===== src/rtl/shift_load_ctrl.sv =====
// Sequencer for a 32-bit shift/load register: loads a word, then issues N single-bit shifts.
// Latency: done is high in cycle 2+N, counting the start cycle as cycle 0 (LOAD is 1 cycle, SHIFT is N cycles, DONE is 1 cycle).
// Backpressure: start is taken only while ready (IDLE, not in reset); any other start is dropped, with no queuing.
//
// Ports:
//   clk, reset        rising-edge clock; synchronous active-high reset
//   start, ready      request handshake; load_data/shift_count are sampled on the accept edge
//   serial_in         bit shifted into the register LSB on each shift cycle
//   reg_state         feedback from the shift register
//   reg_load/reg_sel/reg_shiftin  drive the shift register (sel: 1 = load, 0 = shift)
//   busy, bit_out, bit_valid, done  status and serial output stream
//   rotate            present only when SHIFT_LOAD_CTRL_ROTATE_EN is defined; feeds the MSB back to the LSB
module shift_load_ctrl #(
  parameter int WIDTH = 32,
  parameter int CNT_W = 6
) (
  input  logic             clk,
  input  logic             reset,
`ifdef SHIFT_LOAD_CTRL_ROTATE_EN
  input  logic             rotate,
`endif
  input  logic             start,
  input  logic [WIDTH-1:0] load_data,
  input  logic [CNT_W-1:0] shift_count,
  input  logic             serial_in,
  input  logic [WIDTH-1:0] reg_state,
  output logic [WIDTH-1:0] reg_load,
  output logic             reg_sel,
  output logic             reg_shiftin,
  output logic             ready,
  output logic             busy,
  output logic             bit_out,
  output logic             bit_valid,
  output logic             done
);

  typedef enum logic [1:0] {
    S_IDLE  = 2'd0,
    S_LOAD  = 2'd1,
    S_SHIFT = 2'd2,
    S_DONE  = 2'd3
  } state_t;

  localparam logic [CNT_W-1:0] MAX_CNT = CNT_W'(WIDTH);

  state_t           state;
  logic [WIDTH-1:0] data_q;
  logic [CNT_W-1:0] cnt_q;
  logic             shift_src;

`ifdef SHIFT_LOAD_CTRL_ROTATE_EN
  logic rot_q;

  // Rotating feeds the outgoing MSB back in, so WIDTH shifts restore the word.
  assign shift_src = rot_q ? reg_state[WIDTH-1] : serial_in;
`else
  assign shift_src = serial_in;
`endif

  always_ff @(posedge clk) begin
    if (reset) begin
      state  <= S_IDLE;
      data_q <= '0;
      cnt_q  <= '0;
`ifdef SHIFT_LOAD_CTRL_ROTATE_EN
      rot_q  <= 1'b0;
`endif
    end else begin
      case (state)
        S_IDLE: begin
          if (start) begin
            data_q <= load_data;
            // Counts beyond the register width are clamped.
            cnt_q  <= (shift_count > MAX_CNT) ? MAX_CNT : shift_count;
`ifdef SHIFT_LOAD_CTRL_ROTATE_EN
            rot_q  <= rotate;
`endif
            state  <= S_LOAD;
          end
        end
        S_LOAD: begin
          state <= (cnt_q != '0) ? S_SHIFT : S_DONE;
        end
        S_SHIFT: begin
          cnt_q <= cnt_q - 1'b1;
          if (cnt_q == CNT_W'(1)) begin
            state <= S_DONE;
          end
        end
        S_DONE: begin
          state <= S_IDLE;
        end
        default: begin
          state <= S_IDLE;
        end
      endcase
    end
  end

  // The register has no hold mode, so every non-shift cycle reloads its own
  // state. That includes reset, so the register's own reset wins.
  always_comb begin
    reg_sel     = 1'b1;
    reg_load    = reg_state;
    reg_shiftin = 1'b0;
    ready       = 1'b0;
    busy        = 1'b0;
    bit_valid   = 1'b0;
    done        = 1'b0;
    if (!reset) begin
      case (state)
        S_IDLE: begin
          ready = 1'b1;
        end
        S_LOAD: begin
          busy     = 1'b1;
          reg_load = data_q;
        end
        S_SHIFT: begin
          busy        = 1'b1;
          reg_sel     = 1'b0;
          reg_shiftin = shift_src;
          bit_valid   = 1'b1;
        end
        S_DONE: begin
          done = 1'b1;
        end
        default: begin
          ready = 1'b0;
        end
      endcase
    end
  end

  // Show the pre-shift MSB, i.e. the bit leaving on this shift.
  assign bit_out = reg_state[WIDTH-1];

endmodule

===== config.mk =====
export PLATFORM = sky130hd
export DESIGN_NAME = shift_load_ctrl
export DESIGN_NICKNAME = d
export VERILOG_FILES = /design/src/rtl/shift_load_ctrl.sv
export SDC_FILE = /design/constraint.sdc
export NUM_CORES = 1
export LEC_CHECK = 0
export BUFFER_PORTS_ARGS = -buffer_cell sky130_fd_sc_hd__buf_2
export CORE_UTILIZATION = 30
export DETAILED_ROUTE_END_ITERATION = 8
export MAX_ROUTING_LAYER = met4
export PLACE_DENSITY = 0.58
export SLEW_MARGIN = 10
export SYNTH_ARGS = -nofsm -noshare
export SYNTH_HDL_FRONTEND = slang
export SYNTH_SLANG_ARGS = --single-unit

===== constraint.sdc =====
create_clock -name clk -period 3.1 [get_ports clk]
set_input_delay 0.31 -clock clk [delete_from_list [all_inputs] [get_ports clk]]
set_output_delay 0.31 -clock clk [all_outputs]
set_load 0.02 [all_outputs]

==> metrics <==
Clock Path Buffers 2; post-cts resize count 0; sw power 0.721 mW; XOR/XNOR share of the synthesized area 0%; CP Max Fanout 33; first-pass GRT wire length about 8000 µm; Worst-path clk slew 0.07 ns; Fin. Hold Viols 0; Comb power frac between 40% and 50%; largest family of logic cells by synthesized area multiplexers; switching share of power between 30% and 40%; HPWL after DPL roughly 3700 µm; synth cell count leaders 68 x nand2_1, 40 x a21oi_1, 40 x dfxtp_1; Tightest Hold Check Type in -> reg; vias in the first global route approximately 1800; WP data arrival approximately 2.0 ns; synth top area cells dfxtp_1 36%, mux2_4 20%, nand2_1 11%; pwr/cell area 639 mW/mm²; final-stage net count between 400 and 500; synthesized area per cell between 8 and 9 µm²; Main synth FF type dfxtp_1; Die Y 88.5 µm; register share of total power ~36%; Residual DRC 0; gr usage total 13.5%; Tcrit/Tclk final about 75%; Setup Buffers After CTS 0; FF+latch count, synth 40; Routed WL approximately 5000 µm; Die W 88.5 µm; wl on met1 2350 µm; clk sinks 40; top cell type's share of synthesized area 35.7%; H-Tree Depth 2; Area Overhead vs Synth 29.3%; mux cell area share after synthesis 22.0%; post-route ant nets 0; ys async rst share 0%; EDFF count, synth 0; hold path start load_data[3]; Clock Skew ~0.0024 ns; Mapped Cells ~250; Final Hold Slack 0.262 ns; metal2 WL roughly 2500 µm; RePlAce Congestion ~0.76; Fill cells a little under 800; top routing layer used met4; cell row count 31; largest net degree at the start of global routing 46; hold-fix buffer count after cts 0; Int Pwr around 1.1 mW; final setup vio count 0; Final WS setup ~0.8 ns; initial DRC count 36; Syn Nets roughly 330; worst setup path start state[1]; Synth Area in Compound Gates between 10 and 15%; Crit path required time ~2.8 ns; routed len/inst roughly 11 µm; Min-Delay Endpoint data_q[3]; worst setup path category reg -> out; antenna cells 0; RSZ-0062 raised after global routing false; relative slew slack between 50% and 60%; Period minus WS final about 2.3 ns; synthesized-area fraction occupied by adder cells between 3 and 4%; vias post-DR about 2000; PnR Total Power around 1.9 mW; clock share of power ~17%; Leak ~1.4 nW; pre-CTS setup slack ~1.1 ns; Root Buffer clkbuf_8; grt ovf 0; R2R depth 6; sequential share of the synthesized area about 36%; CP Capture Type output port; core region area about 0.0073 mm²; Slew Viols, Final 0; CTS buffer count 5; worst slew pin tran about 0.65 ns; fmax between 400 and 500 MHz; Worst Setup Start Kind flop; worst vdd ir 259 µV; share of layout cells above drive strength 1 44.8%; # IOs 113; IO Port Bufs 112; FF-to-FF setup slack 1.14 ns; starting density of the core a little under a third; CTS tree done; post-route setup TNS 0 ns; Hold Path Depth 3; antenna violations before repair 0; count of cell types in the netlist 35; DR WL met3 roughly 250 µm; Die ar. a little under 0.008 mm²; Synth area leader dfxtp_1; Clock Latency Late Sink about 0.28 ns; Crit Reg-Reg Startpoint state[0]; Ys Warns 0; DRT Pass-1 Iters 4; Avg Vias per Cell ~4.4; max-cap violation count 0; Synth Cell Area 0.00224 mm²; Synth Area in Simple Gates 17.5%; status complete, no violations; reg2reg end cnt_q[2]; top-count cell post-synth nand2_1
[critical path, stage by stage (launching register included)]
cell      delay, ns
dfxtp_1        0.37
inv_1          0.10
ha_1           0.22
nand2b_4       0.46
mux2_2         0.40
buf_2          0.16
[worst max-delay path by stage]
stage / to / slack [ns] / depth (start not counted)
after floorplan: reg_shiftin / 1.41 / 6
after detailed placement: reg_load[0] / 1.07 / 5
after CTS: reg_load[0] / 0.74 / 5
after global routing: reg_load[0] / 0.65 / 5
final: reg_load[0] / 0.78 / 5
after global placement: reg_load[0] / 1.13 / 5
[routing by layer]
layer / vias up / track usage (%)
met1: 884 / 15.3
met2: 64 / 23.8
li1: 1063 / -
met3: 2 / 2.33
met5: - / -
met4: 0 / 4.84
[cells by family (layout without fill, tap and decap cells)]
| kind of cell | Yosys count | count (layout) |
|---|---|---|
| AND/OR/NAND/NOR | 89 | 89 |
| AO/OA/AOI/OAI | 58 | 58 |
| flip-flops | 40 | 40 |
| multiplexers | 34 | 34 |
| buffers and inverters | 27 | 130 |
| adder cells (fa/ha/maj) | 6 | 6 |
[sequential cells by signal (all words and copies together), names as in the netlist]
register,flops
state,2
cnt_q,6
data_q,32
[through the flow]
stage	std cells	instance area [µm²]	util [%]
floorplan	254	2240	-
global placement	449	2820	38.9
detailed placement	449	2820	38.9
CTS	456	2900	40.0
global route	456	2900	40.0
finish	456	2900	40.0
[layout by cell type, fill, tap and decap left out, drive strengths merged]
cell type / Yosys / final
a31oi: 1 / 1
a211oi: 3 / 3
and3: 4 / 4
clkbuf: 6 / 6
nor4: 1 / 1
and2: 2 / 2
nand2: 69 / 69
buf: 12 / 114
a31o: 3 / 3
clkinv: 0 / 1
mux2: 32 / 32
a211o: 2 / 2
a221oi: 1 / 1
or3: 1 / 1
inv: 9 / 9
ha: 6 / 6
dfxtp: 40 / 40
nor2: 3 / 3
a21oi: 41 / 41
nor3: 2 / 2
nand2b: 3 / 3
mux2i: 2 / 2
o21ai: 7 / 7
and4: 1 / 1
nor2b: 3 / 3
[final cells by class]
cell class | instances | area, µm² | area share, %
Clock buffer | 6 | 72.6 | 2.50
Clock inverter | 1 | 5.00 | 0.173
Inverter | 9 | 33.8 | 1.16
Multi-Input combinational cell | 187 | 1290 | 44.4
Sequential cell | 40 | 801 | 27.6
Tap cell | 99 | 124 | 4.27
Timing Repair Buffer | 114 | 576 | 19.8
[power groups by stage]
| stage | clock network [mW] | registers (mW) | logic (mW) |
|---|---|---|---|
| final | 0.318 | 0.664 | 0.870 |
| after CTS | 0.342 | 0.665 | 0.889 |
| after floorplan | 0 | 0.660 | 0.711 |
| after global placement | 0 | 0.674 | 0.875 |
| after detailed placement | 0 | 0.678 | 0.885 |
| after global routing | 0.366 | 0.677 | 0.975 |
Note: power is estimated with default switching activity, not from simulation.
